--- config.mk ---
export PLATFORM = sky130hd
export DESIGN_NAME = req_grant_arbiter_flat
export DESIGN_NICKNAME = d
export VERILOG_FILES = /design/src/rtl/req_grant_arbiter_if.sv /design/src/rtl/req_grant_arbiter.sv /design/src/flat_wrapper.sv
export SDC_FILE = /design/constraint.sdc
export NUM_CORES = 1
export LEC_CHECK = 0
export ABC_AREA = 1
export BUFFER_PORTS_ARGS = -buffer_cell sky130_fd_sc_hd__clkbuf_2
export CAP_MARGIN = 20
export CORE_MARGIN = 4
export CORE_UTILIZATION = 52
export CTS_CLUSTER_DIAMETER = 50
export DETAILED_ROUTE_END_ITERATION = 7
export PLACE_DENSITY = 0.75
export SLEW_MARGIN = 20
export SYNTH_ARGS = -nofsm -noshare
export SYNTH_HDL_FRONTEND = slang
export SYNTH_SLANG_ARGS = --single-unit
--- constraint.sdc ---
create_clock -name clk -period 2.3 [get_ports clk]
set_clock_uncertainty 0.2 [all_clocks]
set_input_delay 0.115 -clock clk [delete_from_list [all_inputs] [get_ports clk]]
set_output_delay 0.115 -clock clk [all_outputs]
set_load 0.02 [all_outputs]
--- src/rtl/req_grant_arbiter_if.sv ---
// Request/grant bundle between requesters (master) and the round-robin arbiter (slave).
interface req_grant_arbiter_if #(
    parameter int unsigned WIDTH   = 8,
    parameter int unsigned WIDTH_W = $clog2(WIDTH)
) ();
    logic [WIDTH-1:0]   req;
    logic [WIDTH-1:0]   gnt;
    logic               gnt_valid;
    logic [WIDTH_W-1:0] gnt_bin;
    logic               err_timeout;

    modport master (
        output req,
        input  gnt,
        input  gnt_valid,
        input  gnt_bin,
        input  err_timeout
    );

    modport slave (
        input  req,
        output gnt,
        output gnt_valid,
        output gnt_bin,
        output err_timeout
    );
endinterface

--- src/rtl/req_grant_arbiter.sv ---
// Round-robin request/hold/release arbiter with registered one-hot grant.
// Optional grant length limit enabled by defining ARB_HOLD_LIMIT_EN.
module req_grant_arbiter #(
    parameter int unsigned WIDTH    = 8,
    parameter int unsigned WIDTH_W  = $clog2(WIDTH),
    parameter int unsigned HOLD_MAX = 16
) (
    input  logic               clk,
    input  logic               nrst,
    req_grant_arbiter_if.slave bus
);
    if (WIDTH < 2) begin : g_width_check
        $error("req_grant_arbiter: WIDTH must be >= 2");
    end
    if (HOLD_MAX < 1) begin : g_hold_check
        $error("req_grant_arbiter: HOLD_MAX must be >= 1");
    end

    typedef enum logic [0:0] {StIdle, StGrant} state_e;

    state_e             state_q, state_d;
    logic [WIDTH-1:0]   gnt_q, gnt_d;
    logic               gnt_valid_q, gnt_valid_d;
    logic [WIDTH_W-1:0] gnt_bin_q, gnt_bin_d;
    logic [WIDTH_W-1:0] ptr_q, ptr_d;
    logic [WIDTH_W-1:0] pick;

`ifdef ARB_HOLD_LIMIT_EN
    localparam int unsigned CntWidth = $clog2(HOLD_MAX + 1);
    logic [CntWidth-1:0] cnt_q, cnt_d;
    logic                err_q, err_d;
`endif

    // Lowest set bit above the pointer wins; otherwise lowest set bit of the full request.
    always_comb begin
        pick = '0;
        for (int i = int'(WIDTH) - 1; i >= 0; i--) begin
            if (bus.req[i]) pick = WIDTH_W'(i);
        end
        for (int i = int'(WIDTH) - 1; i >= 0; i--) begin
            if (bus.req[i] && (i > int'(ptr_q))) pick = WIDTH_W'(i);
        end
    end

    always_comb begin
        state_d     = state_q;
        gnt_d       = gnt_q;
        gnt_valid_d = gnt_valid_q;
        gnt_bin_d   = gnt_bin_q;
        ptr_d       = ptr_q;
`ifdef ARB_HOLD_LIMIT_EN
        cnt_d       = cnt_q;
        err_d       = 1'b0;
`endif
        unique case (state_q)
            StIdle: begin
                if (|bus.req) begin
                    gnt_d       = '0;
                    gnt_d[pick] = 1'b1;
                    gnt_valid_d = 1'b1;
                    gnt_bin_d   = pick;
                    ptr_d       = pick;
                    state_d     = StGrant;
`ifdef ARB_HOLD_LIMIT_EN
                    cnt_d       = '0;
`endif
                end
            end
            StGrant: begin
                if (!bus.req[gnt_bin_q]) begin
                    gnt_d       = '0;
                    gnt_valid_d = 1'b0;
                    gnt_bin_d   = '0;
                    state_d     = StIdle;
                end
`ifdef ARB_HOLD_LIMIT_EN
                // Forced revoke leaves the pointer on the revoked owner so others go first.
                else if (cnt_q == CntWidth'(HOLD_MAX - 1)) begin
                    gnt_d       = '0;
                    gnt_valid_d = 1'b0;
                    gnt_bin_d   = '0;
                    state_d     = StIdle;
                    err_d       = 1'b1;
                end else begin
                    cnt_d = cnt_q + 1'b1;
                end
`endif
            end
            default: state_d = StIdle;
        endcase
    end

    always_ff @(posedge clk or negedge nrst) begin
        if (!nrst) begin
            state_q     <= StIdle;
            gnt_q       <= '0;
            gnt_valid_q <= 1'b0;
            gnt_bin_q   <= '0;
            ptr_q       <= WIDTH_W'(WIDTH - 1);
        end else begin
            state_q     <= state_d;
            gnt_q       <= gnt_d;
            gnt_valid_q <= gnt_valid_d;
            gnt_bin_q   <= gnt_bin_d;
            ptr_q       <= ptr_d;
        end
    end

`ifdef ARB_HOLD_LIMIT_EN
    always_ff @(posedge clk or negedge nrst) begin
        if (!nrst) begin
            cnt_q <= '0;
            err_q <= 1'b0;
        end else begin
            cnt_q <= cnt_d;
            err_q <= err_d;
        end
    end

    assign bus.err_timeout = err_q;
`else
    assign bus.err_timeout = 1'b0;
`endif

    assign bus.gnt       = gnt_q;
    assign bus.gnt_valid = gnt_valid_q;
    assign bus.gnt_bin   = gnt_bin_q;
endmodule

--- src/flat_wrapper.sv ---
// flat-port wrapper written by rule: the top's interface ports become plain ports
module req_grant_arbiter_flat 
#(
    parameter int unsigned WIDTH    = 8,
    parameter int unsigned WIDTH_W  = $clog2(WIDTH),
    parameter int unsigned HOLD_MAX = 16
)
  (clk, nrst, bus_req, bus_gnt, bus_gnt_valid, bus_gnt_bin, bus_err_timeout);
  req_grant_arbiter_if #(.WIDTH(WIDTH), .WIDTH_W(WIDTH_W)) bus_i ();
  input  logic clk;
  input  logic nrst;
  input wire logic [$bits(bus_i.req)-1:0] bus_req;
  output wire logic [$bits(bus_i.gnt)-1:0] bus_gnt;
  output wire logic [$bits(bus_i.gnt_valid)-1:0] bus_gnt_valid;
  output wire logic [$bits(bus_i.gnt_bin)-1:0] bus_gnt_bin;
  output wire logic [$bits(bus_i.err_timeout)-1:0] bus_err_timeout;
  assign bus_i.req = bus_req;
  assign bus_gnt = bus_i.gnt;
  assign bus_gnt_valid = bus_i.gnt_valid;
  assign bus_gnt_bin = bus_i.gnt_bin;
  assign bus_err_timeout = bus_i.err_timeout;
  req_grant_arbiter #(.WIDTH(WIDTH), .WIDTH_W(WIDTH_W), .HOLD_MAX(HOLD_MAX)) u_core (.clk(clk), .nrst(nrst), .bus(bus_i));
endmodule
# Word-level counts from Yosys, hierarchy flattened
# Index checks and enable logic that the tools add are counted.
# totals
regBits	16
in_bits	10
out_inout_bits	13
wordCells	60
# classes
n_lt_le_gt_ge	10
n_eq_ne	2
mux	31
n_bitwise	1
n_reduce_logical	11
# ops
op	count
$mux W3	17
$mux W8	2
$pmux W8 S2	1
$gt A3 B3 Y1 const A	4
$logic_and A1 B1 Y1	8
$lt A3 B4 Y1 const B	2
$reduce_or A8 Y1	1
$gt A2 B3 Y1 const A	2
$mux W1	6
$pmux W3 S2	1
$pmux W1 S2	2
$reduce_and A2 Y1	2
$bmux W1 S3	1
$demux W1 S3	1
$ge A3 B1 Y1 const B	1
$gt A1 B3 Y1 const A	1
$ne A2 B1 Y1 const B	1
$ne A2 B2 Y1 const B	1
$not A1 Y1	1

# Depth between registers and ports, before layout
# Gate-level depths: netlist of the first run.
# depth
word_depth	21
mapped_depth	17
mapped_depth_nobuf	17

# Least setup slack after synthesis of the first run
# Ideal clock, no wire load.
# synth_path
kind	reg2reg
from	register u_core.ptr_q[2]
to	register u_core.gnt_q[0], in the netlist u_core.bus.gnt[0]
setup_ns	0.076
t_arrival_ns	1.394
t_required_ns	2.024
path_slack_ns	0.630
path_stages_with_launch	11
path_buffers	0
period_less_slack_ns	1.670
cell_sequence	dfstp_2 -> nand2_2 -> o21ai_2 -> nand2_1 -> clkinv_2 -> o21ai_2 -> o211ai_2 -> nor2_2 -> nor2_4 -> nand2_1 -> o21ai_1
# synth_between
elab_chain_len	15
elab_cells_between_ends	28
classes_between	order compare (9); mux (11); reduce/logical (8)
# synth_lines
element	line	text
start, declared	req_grant_arbiter.sv:25	logic [WIDTH_W-1:0] ptr_q, ptr_d;
start signal, assigned	req_grant_arbiter.sv:99	ptr_q <= WIDTH_W'(WIDTH - 1);
start signal, assigned	req_grant_arbiter.sv:105	ptr_q <= ptr_d;
$gt A3 B3 Y1	req_grant_arbiter.sv:41	if (bus.req[i] && (i > int'(ptr_q))) pick = WIDTH_W'(i);
$logic_and A1 B1 Y1	req_grant_arbiter.sv:41	
$mux W3 (6 in series)	req_grant_arbiter.sv:41	
$mux W3 *	req_grant_arbiter.sv:41	
$lt A3 B4 Y1 (implied by the code) or $ge A3 B1 Y1 (tied branches)	req_grant_arbiter.sv:59	gnt_d[pick] = 1'b1;
$logic_and A1 B1 Y1 (implied by the code)	req_grant_arbiter.sv:59	
$mux W1 (implied by the code)	req_grant_arbiter.sv:59	
$demux W1 S3 *	n/a	
$mux W8 *	req_grant_arbiter.sv:57	if (|bus.req) begin
$pmux W8 S2 *	req_grant_arbiter.sv:55	unique case (state_q)
end signal, assigned	req_grant_arbiter.sv:102	gnt_q <= gnt_d;
end, declared	req_grant_arbiter.sv:22	logic [WIDTH-1:0] gnt_q, gnt_d;
# Mark *: on every way between the ends. The rest lies on a longest branch, timed or not. The select of a mux whose other input is x is not followed.
# A chain may end at the register's enable or synchronous reset.

# Worst setup path in the final report of the first run
# layout_path
from	register u_core.gnt_bin_q[0], in the netlist u_core.bus.gnt_bin[0]
to	register u_core.gnt_q[4], in the netlist u_core.bus.gnt[4]
# layout_between
elab_chain_len	4
# layout_lines
element	line	text
start, declared	req_grant_arbiter.sv:24	logic [WIDTH_W-1:0] gnt_bin_q, gnt_bin_d;
start signal, assigned	req_grant_arbiter.sv:104	gnt_bin_q <= gnt_bin_d;
$bmux W1 S3	req_grant_arbiter.sv:70	if (!bus.req[gnt_bin_q]) begin
$mux W1 (implied by the code)	req_grant_arbiter.sv:70	
$ne A2 B2 Y1 (no source line)	n/a	
$reduce_and A2 Y1 (no source line)	n/a	
# No other way between the ends. The select of a mux whose other input is x is not followed.

==> summary.txt, run 1 <==
==================================================================================================
Area of the core ....................................................................  0.00175 mm²
Final Power .........................................................................      1640 µW
Endpoints failing hold ..............................................................            0
Share of the core filled with cells .................................................        65.4%
Post-CTS setup buffer count .........................................................            0
Crit path launch type ...............................................................    flip-flop
Total routed wirelength .............................................................      2.05 mm
Static leakage power ................................................................  0.000632 µW
Switching share of power ............................................................        50.2%
Synthesized instance count ..........................................................          131
Detailed-route via count ............................................................          869
Nature of the critical path endpoint ................................................    flip-flop
Mean post-synth cell area ...........................................................     7.44 µm²
Initial core utilization ............................................................        55.8%
Vias per Instance ...................................................................         4.83
Buffers plus inverters on the worst setup path ......................................            1
Final net count .....................................................................          166
Main synth FF type .................................................................. sky130_fd_sc_hd__dfrtp_1
Simple-Gate Fraction of Synth Area ..................................................        31.3%
Top cells by area in the synthesized netlist ........................................ sky130_fd_sc_hd__dfrtp_1, sky130_fd_sc_hd__nand2_1, sky130_fd_sc_hd__dfstp_2, sky130_fd_sc_hd__nand3_1, sky130_fd_sc_hd__o21ai_1
H-tree depth ........................................................................            1
IR Drop Worst-Case VDD ..............................................................       931 µV
Fraction of synthesized area in multiplexers ........................................           0%
Most area-hungry cell type in the Yosys netlist ..................................... sky130_fd_sc_hd__dfrtp_1
Floorplan die area ..................................................................  0.00263 mm²
Required time of the worst setup path ...............................................      2320 ps
Length of the first detailed-routing pass in iterations .............................            4
Critical path's slowest cell ........................................................ sky130_fd_sc_hd__dfrtp_1
Count of unique library cells instantiated by Yosys .................................           23
Top cell type's share of synthesized area ...........................................        33.4%
Total nets after synthesis ..........................................................          141
Global placement routability congestion .............................................        0.847
Compound-cell area share of the yosys netlist .......................................        17.1%
CP cell instances ................................................................... inv_2 -> a21oi_1 -> o21ai_1 -> nand3_1 -> nand3_1 -> o21ai_2 -> nor2_2 -> nand2_1 -> o21ai_1
Post-synthesis sequential area ratio ................................................        41.5%
Later-pin clock latency in the skew report ..........................................       290 ps
Standard-cell row count .............................................................           15
Minimum period implied by the final worst setup slack ...............................      1830 ps
Area delta synth->final .............................................................        17.2%
Worst-path maximum fanout ...........................................................           11
Initial detailed-routing violation count ............................................           16
Number of fill cells ................................................................          155
Adder-Cell Fraction of Synth Area ...................................................           0%
First-pass GRT wire length ..........................................................      3.51 mm
Part of the power in the clock network ..............................................        10.8%
CTS sink count ......................................................................           16
Number of buffers between clock root and the deepest sink ...........................            2
I/O Pins ............................................................................           23
Crit path largest cell delay ........................................................       430 ps
Reg power frac ......................................................................        32.0%
Clock transition time at the flip-flop clock pins of the worst setup and hold paths .        90 ps
CTS buffer count ....................................................................            3
Worst hold path type ................................................................ input port to asynchronous set/reset pin
Internal reg-to-reg setup slack .....................................................       470 ps
Total track usage ...................................................................        17.9%
Unrepaired setup endpoints after global routing .....................................           no
Count of flip-flops with a built-in enable after synthesis ..........................            0
Power per Cell Area .................................................................  1440 mW/mm²
Top achievable clock speed ..........................................................      545 MHz
Count of unresolved DRC violations after routing ....................................            0
Max-Cap Viols .......................................................................            0
Ratio of final minimum period to clock period .......................................        79.7%
Total negative slack ................................................................         0 ps
Ys Warns ............................................................................            0
Seq. cell area ......................................................................      404 µm²
Vias in the first global route ......................................................          846
N_diodes ............................................................................            0
Fraction of layout instances using a drive strength above 1 .........................        36.1%
Main combinational cell family by area after synthesis .............................. simple AND/OR/NAND/NOR gates
Detail Route Antenna Nets ...........................................................            0
Area of the multi-input gates .......................................................      475 µm²
Data arrival time of the critical path ..............................................      1850 ps
Initial antenna violation count .....................................................            0
Root Buffer Master .................................................................. sky130_fd_sc_hd__clkbuf_4
Proportion of synthesized flip-flops having asynchronous set or reset ...............         100%
Outcome .............................................................................    completed
Count of buffers from port buffering ................................................           21
Flops & latches, synth ..............................................................           16
Internal power summed over all cells ................................................       818 µW
Top cell family by delay on the critical path ....................................... simple AND/OR/NAND/NOR gates
Quantity of gates resized following cts .............................................            0
Overall die height ..................................................................      51.3 µm
Routed length per instance ..........................................................      11.4 µm
Cell area after synthesis ...........................................................      975 µm²
Final count of negative-setup-slack endpoints .......................................            0
Final Max Tran Viols ................................................................            0
Die outline width ...................................................................      51.3 µm
Fraction of synthesized cell area in xor and xnor cells .............................           0%
Overall overflow remaining after global route .......................................            0
Maximum number of pins on one net before global-route repair ........................           17
CTS tree ............................................................................          yes
Net switching power .................................................................       825 µW
Share of power burned in combinational logic ........................................        57.2%
Post-DP HPWL ........................................................................      1.70 mm
Critical Setup Path Class ........................................................... flip-flop to flip-flop
==================================================================================================
## cell type report
| type | count | area share, % |
|---|---|---|
| repair buffers | 22 | 10.1 |
| flip-flops and latches | 16 | 35.4 |
| inverters | 21 | 7.01 |
| well taps | 25 | 2.74 |
| clock buffers | 4 | 3.18 |
| multi-input cells | 92 | 41.6 |
## cells in the final DEF (no fill, tap or decap), types with 3 or more instances in the layout
| cell | instances |
|---|---|
| sky130_fd_sc_hd__inv_2 | 8 |
| sky130_fd_sc_hd__clkbuf_4 | 3 |
| sky130_fd_sc_hd__nand2_2 | 4 |
| sky130_fd_sc_hd__dfstp_2 | 3 |
| sky130_fd_sc_hd__o211ai_2 | 3 |
| sky130_fd_sc_hd__a21oi_1 | 4 |
| sky130_fd_sc_hd__clkbuf_2 | 21 |
| sky130_fd_sc_hd__o21ai_1 | 10 |
| sky130_fd_sc_hd__dfrtp_1 | 13 |
| sky130_fd_sc_hd__nand2_1 | 42 |
| sky130_fd_sc_hd__nor2_2 | 4 |
| sky130_fd_sc_hd__o21ai_2 | 4 |
| sky130_fd_sc_hd__inv_1 | 12 |
| sky130_fd_sc_hd__nand3_1 | 10 |
| sky130_fd_sc_hd__o21ai_0 | 3 |
## Yosys cell counts (all sizes together), types with 2 or more instances
cell	count
nand2	47
inv	20
o21ai	17
dfrtp	13
nand3	10
nor2	6
a21oi	5
dfstp	3
o211ai	3
buf	2
nor3	2
## what timing repair did
action	in CTS	in global routing
endpoints found under the hold margin	16	0
hold buffers	1	0
setup endpoints to repair	0	0
## per-layer routing
metal / GRT usage [%] / up-vias / wire length, µm
li1: - / 463 / -
met4: 5.24 / 0 / 16
met2: 29.2 / 26 / 958
met3: 5.83 / 4 / 109
met1: 22.5 / 376 / 969
met5: 0 / - / 0
## through the flow
stage / area, µm² / hold WS, ps / setup WS (ps) / cells
after floorplan: 975 / -381 / 630 / 131
after global placement: 1100 / -160 / 531 / 175
after detailed placement: 1100 / -155 / 487 / 175
after CTS: 1140 / 67.6 / 461 / 180
after global routing: 1140 / 84.7 / 312 / 180
final: 1140 / 58.1 / 467 / 180
## cells by family after synthesis
group,after synthesis
and+or+nand+nor,66
AOI/OAI and AO/OA,25
buffers and inverters,23
DFF,16
other,1
## power by group through the flow
stage / Sequential (µW) / Combinational [µW] / Clock [µW]
floorplan: 628 / 616 / 0
detailed placement: 532 / 939 / 0
global placement: 524 / 928 / 0
global route: 549 / 1040 / 199
finish: 526 / 940 / 178
CTS: 525 / 947 / 183
## state kept, by name, summed over array words and instances, names as in the netlist
signal / flops
u_core.bus.gnt_valid: 1
u_core.bus.gnt: 8
u_core.ptr_q: 3
u_core.bus.gnt_bin: 3
u_core.state_q: 1
## worst paths after layout
path,startpoint,to,cells after the start
worst min-delay path,nrst,u_core.bus.gnt[7],2
min in group clk,bus_req[2],u_core.bus.gnt[6],5
worst max-delay path,u_core.bus.gnt_bin[0],u_core.bus.gnt[4],9
worst max register to register,u_core.bus.gnt_bin[0],u_core.bus.gnt[4],9
max in group asynchronous,nrst,u_core.ptr_q[0],2
worst min register to register,u_core.bus.gnt[1],u_core.bus.gnt[1],2
Note: power is estimated with default switching activity, not from simulation.
==> run 2, diff against run 1 <==
- clock period: 2.3 -> 1.7 ns (I/O delays scaled with it)
==> run 2 against run 1 <==
Against the previous run:
- register-to-register slack worse by 670 ps
- sequential power rose by 38%
- combinational power up 64%
- critical path depth unchanged
- clock power rose by 38%
- highest routed layer unchanged
- the flow now finishes with violations (negative setup slack)
- flip-flop and latch count stayed put
- first-iteration DRC count is 25% lower
- clock-buffer cell count is the same
- via count is 6.2% higher
- hold slack lost 20 ps
- wire length rose by 12%
- maximum frequency shrank 3.5%
==> summary.txt, run 2 (synthesized netlist as in run 1, its figures left out) <==
==================================================================================================
Outcome ............................................................................. complete, but fails checks
Violations in the final reports ..................................................... negative setup slack
Terminus of the critical flop-to-flop path .......................................... u_core.bus.gnt[7]
Detailed-route via count ............................................................          923   +6.2%
Worst-path maximum fanout ...........................................................            4   -7
Count of unresolved DRC violations after routing ....................................            0   unchanged
Maximum number of pins on one net before global-route repair ........................           17   unchanged
CTS tree ............................................................................          yes
Initial detailed-routing violation count ............................................           12   -4
Nature of the critical path endpoint ................................................    flip-flop
Worst hold path type ................................................................ input port to asynchronous set/reset pin
Internal reg-to-reg setup slack .....................................................      -200 ps   -670 ps
Length of the first detailed-routing pass in iterations .............................            4   unchanged
Max-Cap Viols .......................................................................            0   unchanged
Flip-flop count of the largest register after layout ................................            8   unchanged
CTS sink count ......................................................................           16   unchanged
WHS .................................................................................      38.0 ps   -20.1 ps
N_diodes ............................................................................            0   unchanged
Later-pin clock latency in the skew report ..........................................       280 ps   about the same
Initial core utilization ............................................................        55.8%   unchanged
Fraction of layout instances using a drive strength above 1 .........................        41.3%   +5.1 points
Die outline width ...................................................................      51.3 µm   unchanged
Overall die height ..................................................................      51.3 µm   unchanged
Data arrival time of the critical path ..............................................      1930 ps   +80 ps
Area of the core ....................................................................  0.00175 mm²   unchanged
Total track usage ...................................................................        19.4%   +1.6 points
Initial antenna violation count .....................................................            0   unchanged
IR Drop Worst-Case VDD ..............................................................      1180 µV   +27%
Power per Cell Area .................................................................  2030 mW/mm²   +41%
Post-DP HPWL ........................................................................      1.81 mm   +6.5%
Unrepaired setup endpoints after global routing .....................................          yes
Static leakage power ................................................................  0.000667 µW   +5.6%
Final count of negative-setup-slack endpoints .......................................           14   +14
Detail Route Antenna Nets ...........................................................            0   unchanged
Crit path from ...................................................................... u_core.ptr_q[2]
Final net count .....................................................................          171   +3.0%
Clock transition time at the flip-flop clock pins of the worst setup and hold paths .        90 ps   about the same
Crit path launch type ...............................................................    flip-flop
Final worst-path setup slack ........................................................      -200 ps   -667 ps
Area delta synth->final .............................................................        27.0%
Routed length per instance ..........................................................      12.5 µm   +9.2%
Most used cells in the layout excluding fill and tap cells .......................... sky130_fd_sc_hd__nand2_1, sky130_fd_sc_hd__clkbuf_2, sky130_fd_sc_hd__dfrtp_1, sky130_fd_sc_hd__inv_1, sky130_fd_sc_hd__o21ai_1
Overall overflow remaining after global route .......................................            0   unchanged
Share of the core filled with cells .................................................        70.9%   +5.4 points
Standard-cell row count .............................................................           15   unchanged
Floorplan die area ..................................................................  0.00263 mm²   unchanged
Final Max Tran Viols ................................................................            0   unchanged
Root Buffer Master .................................................................. sky130_fd_sc_hd__clkbuf_4
Critical Setup Path Class ........................................................... flip-flop to flip-flop
Count of buffers from port buffering ................................................           21   unchanged
Global placement routability congestion .............................................        0.928   +9.6%
I/O Pins ............................................................................           23   unchanged
Worst setup path end ................................................................ u_core.bus.gnt[7]
Vias per Instance ...................................................................         4.99   +3.3%
Top achievable clock speed ..........................................................      526 MHz   -3.5%
Number of buffers between clock root and the deepest sink ...........................            2   unchanged
First-pass GRT wire length ..........................................................      3.85 mm   +9.8%
Minimum period implied by the final worst setup slack ...............................      1900 ps   +67.0 ps
Endpoints failing hold ..............................................................            0   unchanged
Required time of the worst setup path ...............................................      1730 ps   -590 ps
Total routed wirelength .............................................................      2.30 mm   +12%
Cell area after layout ..............................................................  0.00124 mm²   +8.3%
CTS buffer count ....................................................................            3   unchanged
Ratio of final minimum period to clock period .......................................         112%   +32 points
Most common cell after layout, fill and taps aside .................................. sky130_fd_sc_hd__nand2_1
Cell Area, Placed ...................................................................  0.00113 mm²   +2.7%
Register-to-Register Path Depth .....................................................            9   unchanged
Vias in the first global route ......................................................          909   +7.4%
H-tree depth ........................................................................            1   unchanged
Launch instance of the worst register-to-register path .............................. u_core.ptr_q[2]
==================================================================================================
-- run 2: cell count changes in the layout (fill, tap and decap cells not counted), moves of 2 or more --
cell | previous run | this run
sky130_fd_sc_hd__nand2_1 | 42 | 40
sky130_fd_sc_hd__buf_4 | 0 | 3
sky130_fd_sc_hd__nor2_2 | 4 | 2
sky130_fd_sc_hd__buf_6 | 0 | 2
sky130_fd_sc_hd__nor2_4 | 1 | 3
-- run 2: critical path, stage by stage (launching register included) --
cell	delay, ps
sky130_fd_sc_hd__dfstp_2	590
sky130_fd_sc_hd__inv_2	80
sky130_fd_sc_hd__o211ai_2	220
sky130_fd_sc_hd__nand2_2	130
sky130_fd_sc_hd__a21oi_4	160
sky130_fd_sc_hd__o21ai_2	110
sky130_fd_sc_hd__buf_4	140
sky130_fd_sc_hd__nor2_2	110
sky130_fd_sc_hd__nand2_1	60
sky130_fd_sc_hd__nand2_1	50
-- run 2: per-stage QoR --
step           setup TNS [ps]  power (µW)  setup WS [ps]  std cells
6_report                -1730        2510           -200        185
5_1_grt                 -2810        2710           -258        185
4_1_cts                  -753        2340           -108        184
3_5_place_dp             -618        2080           -103        179
3_3_place_gp             -151        2020          -51.9        179
2_1_floorplan               0        1680           30.1        131
-- run 2: repair_timing --
action / in CTS / in global routing
gates resized for setup: 1 / 13
endpoints found under the setup margin: 12 / 16
hold endpoints to repair: 16 / 0
buffers inserted: 0 / 1
pin swaps: 0 / 4
hold buffers: 1 / 0
-- run 2: worst min path at each step --
stage / slack, ps / startpoint / to
after global placement: -180 / nrst / u_core.bus.gnt[6]
final: 40 / nrst / u_core.bus.gnt[6]
after floorplan: -410 / nrst / u_core.bus.gnt[0]
after CTS: 50 / nrst / u_core.bus.gnt[6]
after global routing: 60 / nrst / u_core.bus.gnt[6]
after detailed placement: -170 / nrst / u_core.bus.gnt[6]
-- run 2: power breakdown --
part	internal (µW)	leakage [µW]	total [µW]	switching, µW
sequential	588	0.000201	728	140
clock	130	0.0000210	245	114
combinational	538	0.000446	1540	1000
-- run 2: area by class of cell --
cell class,instances,area (µm²)
multi-input cells,92,524
fillers,140,508
flip-flops and latches,16,405
repair buffers,27,160
inverters,21,80.1
clock buffers,4,36.3
well taps,25,31.3
-- run 2: per-layer routing --
| metal | part of all wire, % | GRT usage [%] | routed length (µm) |
|---|---|---|---|
| met5 | 0 | 0 | 0 |
| met4 | 1.2 | 5.68 | 27 |
| met3 | 4.2 | 5.83 | 96 |
| met2 | 50 | 32.0 | 1140 |
| met1 | 45 | 24.5 | 1040 |
==> run 3, diff against run 2 <==
- CORE_UTILIZATION: 52 -> 56
- PLACE_DENSITY: 0.75 -> 0.8
- clock period: 1.7 -> 2.2 ns (I/O delays scaled with it)
==> run 3 against run 2 <==
Against the previous run:
- the flow now finishes without violations
- clock-buffer cell count unchanged
- sequential power decreased by 25%
- register-to-register slack improved by 490 ps
- combinational power decreased by 35%
- worst setup slack improved by 490 ps
- maximum frequency decreased by 0.76%
- critical path depth unchanged
- global-route usage increased by 1.0 points
- critical path type unchanged
- largest power group unchanged
==> summary.txt, run 3 (synthesized netlist as in run 1, its figures left out) <==
==================================================================================================
Outcome .............................................................................    completed
I/O Pins ............................................................................           23   unchanged
Initial core utilization ............................................................        61.8%   +6.0 points
Endpoints failing hold ..............................................................            0   unchanged
Area delta synth->final .............................................................        16.0%
Worst setup path end ................................................................ u_core.bus.gnt[2]
Vias per Instance ...................................................................         5.33   +6.9%
Final count of negative-setup-slack endpoints .......................................            0   -14
Final Power .........................................................................      1740 µW   -31%
Die outline width ...................................................................      49.7 µm   -3.1%
Global placement routability congestion .............................................        0.953   +2.8%
Number of fill cells ................................................................          133   -5.0%
Initial antenna violation count .....................................................            0   unchanged
Part of the power in the clock network ..............................................        11.3%   +1.6 points
CTS sink count ......................................................................           16   unchanged
Count of buffers from port buffering ................................................           21   unchanged
Share of power burned in combinational logic ........................................        57.4%   -3.9 points
Floorplan die area ..................................................................  0.00247 mm²   -6.0%
Detail Route Antenna Nets ...........................................................            0   unchanged
Launch instance of the worst register-to-register path .............................. u_core.bus.gnt_bin[0]
Critical Setup Path Class ........................................................... flip-flop to flip-flop
Terminus of the critical flop-to-flop path .......................................... u_core.bus.gnt[2]
Final Max Tran Viols ................................................................            0   unchanged
Seq. cell area ......................................................................      404 µm²   -0.31%
Cell area after layout ..............................................................  0.00113 mm²   -8.6%
Total negative slack ................................................................         0 ps   +1730 ps
Initial detailed-routing violation count ............................................           35   +23
Switching share of power ............................................................        50.8%   +0.79 points
Total routed wirelength .............................................................      2.14 mm   -7.1%
IR Drop Worst-Case VDD ..............................................................       864 µV   -27%
Worst hold path type ................................................................ input port to asynchronous set/reset pin
Flip-flop count of the largest register after layout ................................            8   unchanged
Crit path from ...................................................................... u_core.bus.gnt_bin[0]
Crit path launch type ...............................................................    flip-flop
Area of the multi-input gates .......................................................      475 µm²   -9.3%
Worst-path maximum fanout ...........................................................           11   +7
Required time of the worst setup path ...............................................      2220 ps   +490 ps
Detailed-route via count ............................................................          912   -1.2%
H-tree depth ........................................................................            1   unchanged
Standard-cell row count .............................................................           14   -1
Net switching power .................................................................       881 µW   -30%
Data arrival time of the critical path ..............................................      1930 ps   about the same
Internal power summed over all cells ................................................       855 µW   -32%
Ratio of final minimum period to clock period .......................................        87.0%   -25 points
Count of unresolved DRC violations after routing ....................................            0   unchanged
Overall die height ..................................................................      49.7 µm   -3.1%
Reg power frac ......................................................................        31.3%   +2.3 points
Top achievable clock speed ..........................................................      522 MHz   -0.76%
First-pass GRT wire length ..........................................................      3.86 mm   +0.18%
Minimum period implied by the final worst setup slack ...............................      1910 ps   +14.5 ps
Number of buffers between clock root and the deepest sink ...........................            2   unchanged
Post-DP HPWL ........................................................................      1.61 mm   -11%
Most common cell after layout, fill and taps aside .................................. sky130_fd_sc_hd__nand2_1
Vias in the first global route ......................................................          880   -3.2%
Overall overflow remaining after global route .......................................            0   unchanged
Max-Cap Viols .......................................................................            0   unchanged
Internal reg-to-reg setup slack .....................................................       290 ps   +490 ps
Nature of the critical path endpoint ................................................    flip-flop
Unrepaired setup endpoints after global routing .....................................           no
Cell Area, Placed ...................................................................  0.00108 mm²   -3.7%
Most used cells in the layout excluding fill and tap cells .......................... sky130_fd_sc_hd__nand2_1, sky130_fd_sc_hd__clkbuf_2, sky130_fd_sc_hd__dfrtp_1, sky130_fd_sc_hd__inv_1
Later-pin clock latency in the skew report ..........................................       290 ps   about the same
Area of the core ....................................................................  0.00158 mm²   -9.7%
Static leakage power ................................................................  0.000632 µW   -5.3%
Share of the core filled with cells .................................................        71.7%   +0.85 points
Clock transition time at the flip-flop clock pins of the worst setup and hold paths .        90 ps   about the same
N_diodes ............................................................................            0   unchanged
Length of the first detailed-routing pass in iterations .............................            4   unchanged
Register-to-Register Path Depth .....................................................            9   unchanged
Fraction of layout instances using a drive strength above 1 .........................        36.1%   -5.1 points
CTS buffer count ....................................................................            3   unchanged
Routed length per instance ..........................................................      12.5 µm   +0.53%
CTS tree ............................................................................          yes
Total track usage ...................................................................        20.5%   +1.0 points
Quantity of gates resized following cts .............................................            0   -1
Maximum number of pins on one net before global-route repair ........................           17   unchanged
Power per Cell Area .................................................................  1530 mW/mm²   -24%
Final net count .....................................................................          166   -2.9%
Root Buffer Master .................................................................. sky130_fd_sc_hd__clkbuf_4
==================================================================================================
[run 3: changes by cell type in the layout (fill, tap and decap cells not counted), sizes merged]
cell and delta:
buf -5
[run 3: what timing repair did]
| action | CTS | global route |
|---|---|---|
| hold endpoints to repair | 16 | 0 |
| setup buffers | 0 | 0 |
| hold buffers | 1 | 0 |
[run 3: worst min-delay path by stage]
stage	start	endpoint	slack, ps	depth (start not counted)
after floorplan	nrst	u_core.bus.gnt[0]	-390	0
after detailed placement	nrst	u_core.bus.gnt[7]	-140	1
after CTS	nrst	u_core.bus.gnt[7]	60	2
final	nrst	u_core.bus.gnt[7]	60	2
after global routing	nrst	u_core.bus.gnt[4]	80	2
after global placement	nrst	u_core.bus.gnt_bin[1]	-150	1
[run 3: per-layer routing]
layer | GRT usage, % | vias up | share of wire [%]
met5 | 0 | - | 0
met2 | 32.2 | 31 | 48
met3 | 3.31 | 7 | 5.6
li1 | - | 463 | -
met1 | 26.5 | 411 | 44
met4 | 11.5 | 0 | 2.9
[run 3: metrics by stage]
stage	hold WS, ps	instances	setup WS, ps
floorplan	-386	131	530
global placement	-150	166	373
detailed placement	-143	166	363
CTS	61.7	171	275
global route	79.2	171	107
finish	55.9	171	285
[run 3: cell type report]
type | instances | area share (%)
repair buffers | 22 | 10.2
inverters | 21 | 7.08
well taps | 16 | 1.77
clock buffers | 4 | 3.21
multi-input cells | 92 | 42.0
flip-flops and latches | 16 | 35.7
[run 3: power by group through the flow]
| stage | Combinational, µW | Clock (µW) | Sequential [µW] |
|---|---|---|---|
| finish | 996 | 197 | 543 |
| global placement | 967 | 0 | 544 |
| CTS | 1000 | 202 | 544 |
| floorplan | 644 | 0 | 657 |
| detailed placement | 983 | 0 | 550 |
| global route | 1110 | 223 | 567 |
[run 3: critical path, stage by stage (launching register included)]
cell and delay [ps]:
sky130_fd_sc_hd__dfrtp_1 440, sky130_fd_sc_hd__inv_2 110, sky130_fd_sc_hd__a21oi_1 70, sky130_fd_sc_hd__o21ai_1 80, sky130_fd_sc_hd__nand3_1 90, sky130_fd_sc_hd__nand3_1 130, sky130_fd_sc_hd__o21ai_2 170, sky130_fd_sc_hd__nor2_2 300
sky130_fd_sc_hd__nand2_1 100, sky130_fd_sc_hd__o21ai_1 160
